## src/rtl/johnson_pkg.sv

```systemverilog
// rtl/johnson_pkg.sv - shared constants and helpers for the Johnson counter
// Purpose: direction encoding and the phase-index width function used by
//          johnson_counter_param and johnson_phase_decode.
// Ports:   none (package)
package johnson_pkg;

  localparam logic DIR_UP   = 1'b0;  // shift left, phase increments
  localparam logic DIR_DOWN = 1'b1;  // shift right, phase decrements

  // Width of a binary index covering all 2*width Johnson states.
  function automatic int ph_width(input int width);
    return $clog2(2 * width);
  endfunction

endpackage

```

## src/rtl/johnson_phase_decode.sv

```systemverilog
// rtl/johnson_phase_decode.sv - legality check and phase index of a Johnson code
// Purpose: combinational decode of a WIDTH-bit twisted-ring code.
// Ports:
//   code   in  WIDTH  candidate Johnson code
//   legal  out 1      code is one of the 2*WIDTH thermometer patterns
//   phase  out PH_W   binary index 0..2*WIDTH-1 (meaningless when legal=0)
module johnson_phase_decode
  import johnson_pkg::*;
#(
  parameter  int WIDTH = 4,
  localparam int PH_W  = ph_width(WIDTH)
) (
  input  logic [WIDTH-1:0] code,
  output logic             legal,
  output logic [PH_W-1:0]  phase
);

  logic [WIDTH-1:0] w_inv;
  logic [WIDTH-1:0] w_code_inc;
  logic [WIDTH-1:0] w_inv_inc;
  logic [PH_W-1:0]  w_ones;

  // x & (x+1) == 0 exactly when x is 0..01..1; the inverted code covers 1..10..0.
  assign w_inv      = ~code;
  assign w_code_inc = code + WIDTH'(1);
  assign w_inv_inc  = w_inv + WIDTH'(1);
  assign legal      = ((code & w_code_inc) == '0) || ((w_inv & w_inv_inc) == '0);

  always_comb begin
    w_ones = '0;
    for (int i = 0; i < WIDTH; i++) begin
      w_ones = w_ones + PH_W'(code[i]);
    end
  end

  // Second half of the sequence (ones packed at the MSB end) counts down from
  // 2*WIDTH. The subtraction wraps modulo 2^PH_W, which is harmless because the
  // true result is always below 2*WIDTH and so fits in PH_W bits.
  always_comb begin
    phase = w_ones;
    if ((code != '0) && !code[0]) begin
      phase = PH_W'(2 * WIDTH) - w_ones;
    end
  end

endmodule

```

## src/rtl/johnson_counter_param.sv

```systemverilog
// rtl/johnson_counter_param.sv - parametrised Johnson counter with load, direction and self-correction
// Purpose: 2*WIDTH-phase twisted-ring sequencer with enable, up/down, synchronous
//          load, illegal-state recovery, binary phase output and wrap pulse.
// Ports:
//   clk       in  1      rising-edge clock
//   reset_n   in  1      asynchronous active-low reset
//   en        in  1      count enable, one step per clk
//   dir       in  1      0 = up (shift left), 1 = down (shift right)
//   load      in  1      synchronous load strobe (highest priority)
//   load_val  in  WIDTH  value loaded when load=1; illegal codes are rejected
//   q_out     out WIDTH  registered counter state
//   phase     out PH_W   combinational phase index of q_out
//   wrap      out 1      registered pulse after an en step crosses the 2*WIDTH-1/0 boundary
//   err       out 1      registered pulse after an illegal state or illegal load was replaced by 0
module johnson_counter_param
  import johnson_pkg::*;
#(
  parameter  int               WIDTH     = 4,
  parameter  logic [WIDTH-1:0] RESET_VAL = '0,
  localparam int               PH_W      = ph_width(WIDTH)
) (
  input  logic             clk,
  input  logic             reset_n,
  input  logic             en,
  input  logic             dir,
  input  logic             load,
  input  logic [WIDTH-1:0] load_val,
  output logic [WIDTH-1:0] q_out,
  output logic [PH_W-1:0]  phase,
  output logic             wrap,
  output logic             err
);

  localparam logic [WIDTH-1:0] RV_INC     = RESET_VAL + WIDTH'(1);
  localparam logic [WIDTH-1:0] RV_INV     = ~RESET_VAL;
  localparam logic [WIDTH-1:0] RV_INV_INC = RV_INV + WIDTH'(1);
  localparam bit RV_LEGAL = ((RESET_VAL & RV_INC) == '0) || ((RV_INV & RV_INV_INC) == '0);
  localparam logic [PH_W-1:0] PH_LAST = PH_W'(2 * WIDTH - 1);

  if (WIDTH < 2) begin : g_bad_width
    $error("johnson_counter_param: WIDTH must be >= 2");
  end
  if (!RV_LEGAL) begin : g_bad_reset_val
    $error("johnson_counter_param: RESET_VAL is not a legal Johnson code");
  end

  logic [WIDTH-1:0] r_q;
  logic             r_wrap;
  logic             r_err;

  logic             w_q_legal;
  logic [PH_W-1:0]  w_q_phase;
  logic             w_ld_legal;
  logic [PH_W-1:0]  w_ld_phase_unused;

  logic [WIDTH-1:0] w_q_next;
  logic             w_wrap_next;
  logic             w_err_next;

  johnson_phase_decode #(.WIDTH(WIDTH)) u_q_decode (
    .code  (r_q),
    .legal (w_q_legal),
    .phase (w_q_phase)
  );

  johnson_phase_decode #(.WIDTH(WIDTH)) u_ld_decode (
    .code  (load_val),
    .legal (w_ld_legal),
    .phase (w_ld_phase_unused)
  );

  // Priority: load > illegal-state correction > enabled step > hold.
  always_comb begin
    w_q_next    = r_q;
    w_wrap_next = 1'b0;
    w_err_next  = 1'b0;
    if (load) begin
      if (w_ld_legal) begin
        w_q_next = load_val;
      end else begin
        w_q_next   = '0;
        w_err_next = 1'b1;
      end
    end else if (!w_q_legal) begin
      w_q_next   = '0;
      w_err_next = 1'b1;
    end else if (en) begin
      if (dir == DIR_UP) begin
        w_q_next    = {r_q[WIDTH-2:0], ~r_q[WIDTH-1]};
        w_wrap_next = (w_q_phase == PH_LAST);
      end else begin
        w_q_next    = {~r_q[0], r_q[WIDTH-1:1]};
        w_wrap_next = (w_q_phase == '0);
      end
    end
  end

  always_ff @(posedge clk or negedge reset_n) begin
    if (!reset_n) begin
      r_q    <= RESET_VAL;
      r_wrap <= 1'b0;
      r_err  <= 1'b0;
    end else begin
      r_q    <= w_q_next;
      r_wrap <= w_wrap_next;
      r_err  <= w_err_next;
    end
  end

  assign q_out = r_q;
  assign phase = w_q_phase;
  assign wrap  = r_wrap;
  assign err   = r_err;

endmodule

```

## config.mk

```make
export PLATFORM = sky130hd
export DESIGN_NAME = johnson_counter_param
export DESIGN_NICKNAME = d
export VERILOG_FILES = /design/src/rtl/johnson_pkg.sv /design/src/rtl/johnson_phase_decode.sv /design/src/rtl/johnson_counter_param.sv
export SDC_FILE = /design/constraint.sdc
export NUM_CORES = 1
export LEC_CHECK = 0
export BUFFER_PORTS_ARGS = -buffer_cell sky130_fd_sc_hd__buf_4
export CORE_MARGIN = 2
export CORE_UTILIZATION = 25
export DETAILED_ROUTE_END_ITERATION = 10
export SYNTH_ARGS = -nofsm -noshare
export SYNTH_HDL_FRONTEND = slang
export SYNTH_HIERARCHICAL = 1
export SYNTH_SLANG_ARGS = --single-unit
```

## constraint.sdc

```tcl
create_clock -name clk -period 8.5 [get_ports clk]
set_input_delay 1.7 -clock clk [delete_from_list [all_inputs] [get_ports clk]]
set_output_delay 1.7 -clock clk [all_outputs]
set_load 0.02 [all_outputs]
```

# After elaboration in Yosys (flattened, before gate mapping)
# Cells that the tools add are included.
[totals]
reg_bits = 6
input_bits = 9
out_inout_bits = 9
[classes]
add_sub_neg = 8
n_eq_ne = 2
mux = 13
bitwise = 8
n_reduce_logical = 10
[ops]
columns = ["operator", "n"]
rows = [
  ["two-way mux 4 bit", 5],
  ["adder 4 x 1 -> 4 bit (second input constant)", 4],
  ["bitwise AND 4 bit", 4],
  ["zero test 4 bit", 4],
  ["inverter 4 bit", 2],
  ["two-way mux 1 bit", 7],
  ["adder 3 x 1 -> 3 bit", 2],
  ["nonzero test 4 bit", 1],
  ["equality test 3 bit (second input constant)", 1],
  ["zero test 3 bit", 1],
  ["two-way mux 3 bit", 1],
  ["!= test 3 bit (second input constant)", 1],
  ["subtractor 1 x 3 -> 3 bit (first input constant)", 1],
  ["adder 1 x 1 -> 2 bit", 1],
  ["logical OR 1 bit", 2],
  ["inverter 1 bit", 2],
  ["logical AND 1 bit", 1],
  ["zero test 1 bit", 1],
]

# Depth between registers and ports, before layout
# Gate-level depths: netlist (run 1).
[depth]
ltp_word = 10
depth_mapped = 11
depth_no_buf = 11

# Cells and area by module
# The synthesis (run 1) kept the hierarchy.
[modules_own_cells]
columns = ["module", "instances", "cells_per_inst", "area_each_um2", "seq_area_each_um2"]
rows = [
  ["johnson_phase_decode", 2, 26, 212.7, 0.0],
  ["johnson_counter_param", 1, 36, 344.1, 150.1],
]

# Least setup slack after synthesis (run 1)
# OpenSTA, ideal clock, no wires.
[synth_timing]
path_type = "reg2out"
from = "register r_q[0] (netlist: q_out[0])"
to = "output phase[2]"
arrival_time_ps = 2618
required_time_ps = 6800
path_slack_ps = 4182
stages_incl_launch_ff = 9
path_buffers = 0
path_cell_list = "dfrtp_1 > inv_1 > fa_1 > inv_1 > ha_1 > inv_1 > ha_1 > nor3_1 > xor2_1"
[synth_via]
elab_chain_cells = 5
[synth_rtl]
columns = ["item", "line", "text"]
rows = [
  ["start, declared", "johnson_counter_param.sv:47", "logic [WIDTH-1:0] r_q;"],
  ["start signal, assigned", "johnson_counter_param.sv:104", "r_q <= w_q_next;"],
  ["adder 1 x 1 -> 2 bit", "johnson_phase_decode.sv:32", "w_ones = w_ones + PH_W'(code[i]);"],
  ["adder 3 x 1 -> 3 bit (2 in a row)", "johnson_phase_decode.sv:32", ""],
  ["subtractor 1 x 3 -> 3 bit", "johnson_phase_decode.sv:42", "phase = PH_W'(2 * WIDTH) - w_ones;"],
  ["two-way mux 3 bit *", "johnson_phase_decode.sv:41", "if ((code != '0) && !code[0]) begin"],
  ["end, declared", "johnson_counter_param.sv:29", "output logic [PH_W-1:0] phase,"],
]
# Mark *: on every way between the ends. The rest lies on a longest branch, timed or not.

# Worst setup path in the final report (run 1)
# Ends and elaborated chain as after synthesis.

==> impl_results.md, run 1 <==
- # resized after CTS: 0
- Die W: 55.21 um
- Hpwl dp: 1063 um
- Fin area: 832.0 um2
- Synth-to-Final Area Change: 26.91%
- Post-CTS Setup Inserts: 0
- Syn Nets: 96
- Wire per inst: 10.59 um
- Clk root buf: clkbuf_4
- Final min period: 4.537 ns
- Clock-pin slew on the worst setup and hold paths: 0.04 ns
- Share of post-route cells with drive strength above 1: 26.60%
- H-tree depth: 1
- Drt drc: 0
- Antenna cells: 0
- Hold WS: 0.6961 ns
- Vias in the first global route: 539
- Gate Count Post-Synth: 75
- Fin util: 33.59%
- Fmax: 0.2204 GHz
- Crit start category: flop
- # rows: 18
- Hold path depth: 2
- Setup TNS Final: 0 ns
- Setup CP Type: flop to output pin
- TritonCTS clock tree: yes
- R2R cell count: 10
- Vias per cell: 4.702
- Initial core utilization: 26.46%
- Worst-Margin Slew: 0.5833 ns
- Via count: 583
- Final Hold Viols: 0
- Most frequent cells in the layout: buf_4, ha_1, inv_1
- Worst Setup End Kind: output pin
- Core footprint: 0.002477 mm2
- Fin nets: 117
- Yosys warnings: 6
- Crit path max fanout: 11
- Placed Area: 809.5 um2
- Chip height: 55.21 um
- Worst-Skew Late Latency: 0.24 ns
- Total GRT Usage: 9.419%
- Number of hold buffers added after cts: 0
- Clock sink total: 6
- Initial DRC Count: 5
- TritonRoute pass-1 iters: 4
- Slew Viols, Final: 0
- I/O pin total: 18
- Max-capacitance violation count: 0
- Final setup violation count: 0
- Worst hold path class: flop to flop
- Commonest non-fill, non-tap cell in the layout: buf_4
- Synthesized area: 655.6 um2
- CTS buffer count: 3
- Final period util: 53.38%
- RSZ-0062 raised after global routing: no
- Final Skew: 0.001821 ns
- First-pass GRT wire length: 2263 um
- Grt total ovfl: 0
- Clock Tree Buf Depth: 2
- Full die area: 0.003048 mm2
- Data required, critical path: 6.80 ns
- Pin count of the biggest net entering global routing: 12
- Number of buffer cells added on primary ports: 17
- Drt total wl: 1313 um
- GPL Wtd Cong: 0.7546
- Initial antenna violation count: 0
- Crit path DAT: 2.84 ns
- Antenna Nets Post-Route: 0
- Worst slew margin: 60.99%
- Avg Synthesized Cell Area: 8.742 um2
- Status: complete, no violations
==> routing by layer <==
layer	share of wire, %	vias up	GRT usage [%]	routed length (um)
li1	-	301	-	-
met1	49	273	11.14	648
met2	48	9	14.97	627
met3	2.8	0	2.342	37
met5	0	-	0	0
met4	0	0	6.272	0
==> metrics by stage <==
stage	setup slack, ns	std cells
global placement	4.298	121
global route	3.700	124
finish	3.963	124
detailed placement	4.196	121
floorplan	4.182	75
CTS	3.940	124
==> final timing paths <==
check	startpoint	to	slack, ns
hold / removal	q_out[1]	q_out[1]	0.70
max in group asynchronous	reset_n	q_out[3]	7.13
setup / recovery	q_out[0]	phase[2]	3.96
min in group asynchronous	reset_n	wrap	1.26
setup reg to reg	q_out[0]	wrap	5.36
hold reg to reg	q_out[1]	q_out[1]	0.70
==> worst max-delay path, cell delays in order (launching register included) <==
cell	delay, ns
dfrtp_1	0.55
inv_1	0.16
fa_1	0.55
inv_1	0.04
ha_1	0.17
ha_1	0.28
inv_1	0.04
ha_1	0.17
nor3_1	0.22
xor2_1	0.23
buf_4	0.18
==> registers in the layout, indices dropped and copies added (netlist names) <==
name,cells
q_out,4
err,1
wrap,1
==> area by class of cell <==
type                    count  area [um2]
clock buffers               3       22.52
fillers                   271        1645
inverters                  10       37.54
multi-input cells          58       456.7
flip-flops and latches      6       150.1
well taps                  30       37.54
repair buffers             17       127.6
Power of run 1 is not shown: default switching activity piles up to over one toggle a cycle in this logic, so the estimate is an artifact.
==> run 2, diff against run 1 <==
clock period = 4.68 ns   (was 8.5 ns; I/O delays follow)
==> run 2 against run 1 <==
Compared with the run above:
- clock skew rose by 0.00077 ns
- wire length rose by 5.0%
- utilization did not move
- count of clock-buffer cells in the layout did not move
- critical path type unchanged
- critical endpoint unchanged
- largest cell class unchanged
==> impl_results.md, run 2 (synthesis results as in run 1) <==
- Commonest non-fill, non-tap cell in the layout: buf_4
- Via count: 590 (+1.2%)
- Final period util: 81.29%
- Final setup violation count: 0 (unchanged)
- Number of buffer cells added on primary ports: 17 (unchanged)
- Drt drc: 0 (unchanged)
- Worst slew margin: 60.31% (-0.69 points)
- Worst reg2reg path startpoint: q_out[0]
- I/O pin total: 18 (unchanged)
- RSZ-0062 raised after global routing: no
- R2R cell count: 10 (unchanged)
- Placed Area: 809.5 um2 (unchanged)
- Reg-to-reg slack, setup: 1.50 ns (-3.86 ns)
- Initial antenna violation count: 0 (unchanged)
- Vias in the first global route: 546 (+1.3%)
- Die W: 55.21 um (unchanged)
- GPL Wtd Cong: 0.7545 (about the same)
- Chip height: 55.21 um (unchanged)
- Initial DRC Count: 12 (+7)
- Worst-Skew Late Latency: 0.24 ns (about the same)
- H-tree depth: 1 (unchanged)
- Antenna Nets Post-Route: 0 (unchanged)
- Clk root buf: clkbuf_4
- Clock-pin slew on the worst setup and hold paths: 0.04 ns (about the same)
- Post-CTS Setup Inserts: 0 (unchanged)
- Full die area: 0.003048 mm2 (unchanged)
- CTS buffer count: 3 (unchanged)
- Pin count of the biggest net entering global routing: 12 (unchanged)
- Status: complete, no violations
- # resized after CTS: 0 (unchanged)
- TritonRoute pass-1 iters: 4 (unchanged)
- Data required, critical path: 3.74 ns (-3.06 ns)
- Initial core utilization: 26.46% (unchanged)
- Number of hold buffers added after cts: 0 (unchanged)
- Max-capacitance violation count: 0 (unchanged)
- Final min period: 3.804 ns
- Setup TNS Final: 0 ns (unchanged)
- Drt total wl: 1378 um (+5.0%)
- Worst setup path startpoint: q_out[0]
- TritonCTS clock tree: yes
- Final Hold Viols: 0 (unchanged)
- Register area: 150.1 um2 (unchanged)
- CP Capture Point: phase[2]
- Clock Tree Buf Depth: 2 (unchanged)
- First-pass GRT wire length: 2297 um (+1.5%)
- Layout fillers: 260 (-4.1%)
- Synth-to-Final Area Change: 26.91% (unchanged)
- Wire per inst: 11.11 um (+5.0%)
- Slew Viols, Final: 0 (unchanged)
- Worst path slowest cell: dfrtp_1
- Fin nets: 117 (unchanged)
- Antenna cells: 0 (unchanged)
- Total GRT Usage: 9.322% (-0.098 points)
- # rows: 18 (unchanged)
- Fmax: 0.2628 GHz
- Grt total ovfl: 0 (unchanged)
- Hpwl dp: 1103 um (+3.7%)
- Worst r2r dst: wrap
- Clock sink total: 6 (unchanged)
- Final Skew: 0.002595 ns (+0.0007737 ns)
- Multi-input logic area: 456.7 um2 (unchanged)
- Most frequent cells in the layout: buf_4, ha_1, inv_1
- Setup CP Type: flop to output pin
- Worst hold path class: input pin to async pin
- Fin util: 33.59% (unchanged)
- Worst Setup End Kind: output pin
- Worst path max stage delay: 0.56 ns (about the same)
- CP Cell Sequence: inv_1 -> fa_1 -> inv_1 -> ha_1 -> ha_1 -> inv_1 -> ha_1 -> nor3_1 -> xor2_1 -> buf_4
- Crit path DAT: 2.87 ns (+0.03 ns)
- Max FFs per register: 4 (unchanged)
- Core footprint: 0.002477 mm2 (unchanged)
- Share of post-route cells with drive strength above 1: 26.60% (unchanged)
- Worst-Margin Slew: 0.5936 ns (+0.01031 ns)
- Crit start category: flop
- Vias per cell: 4.758 (+1.2%)
- Fin area: 832.0 um2 (unchanged)
- Crit path max fanout: 11 (unchanged)
run 2: worst min path at each step:
stage,start,endpoint,slack [ns],cells past startpoint
after floorplan,reset_n,err,0.64,0
after global placement,q_out[3],q_out[3],0.68,2
final,reset_n,wrap,0.49,1
after detailed placement,q_out[1],q_out[1],0.69,2
after CTS,reset_n,wrap,0.48,1
after global routing,reset_n,wrap,0.48,1
run 2: per-stage QoR:
step / worst slack (ns) / std cells / hold slack, ns
after floorplan: 1.126 / 75 / 0.6404
after global placement: 1.242 / 121 / 0.6850
after detailed placement: 1.135 / 121 / 0.6938
after CTS: 0.8695 / 124 / 0.4831
after global routing: 0.6441 / 124 / 0.4820
final: 0.8755 / 124 / 0.4902
run 2: layer usage:
metal	global-route usage, %	wire length (um)	up-vias
met5	0	0	-
met4	6.272	19	0
met3	0.7026	44	2
met2	14.63	659	15
met1	12.16	653	277
li1	-	-	296
run 2: layout make-up:
cell class / instances / area share (%)
clock buffers: 3 / 2.707
inverters: 10 / 4.511
multi-input cells: 58 / 54.89
flip-flops and latches: 6 / 18.05
well taps: 30 / 4.511
repair buffers: 17 / 15.34
run 2: worst max-delay path, delay by kind of cell, from the launching register on:
family,cells,cell delay (ns)
adders and majority gates,4,1.18
DFF,1,0.56
buffers and inverters,4,0.43
xor gates and xnor gates,1,0.23
and+or+nand+nor,1,0.22
Power of run 2 is left out for the same reason.
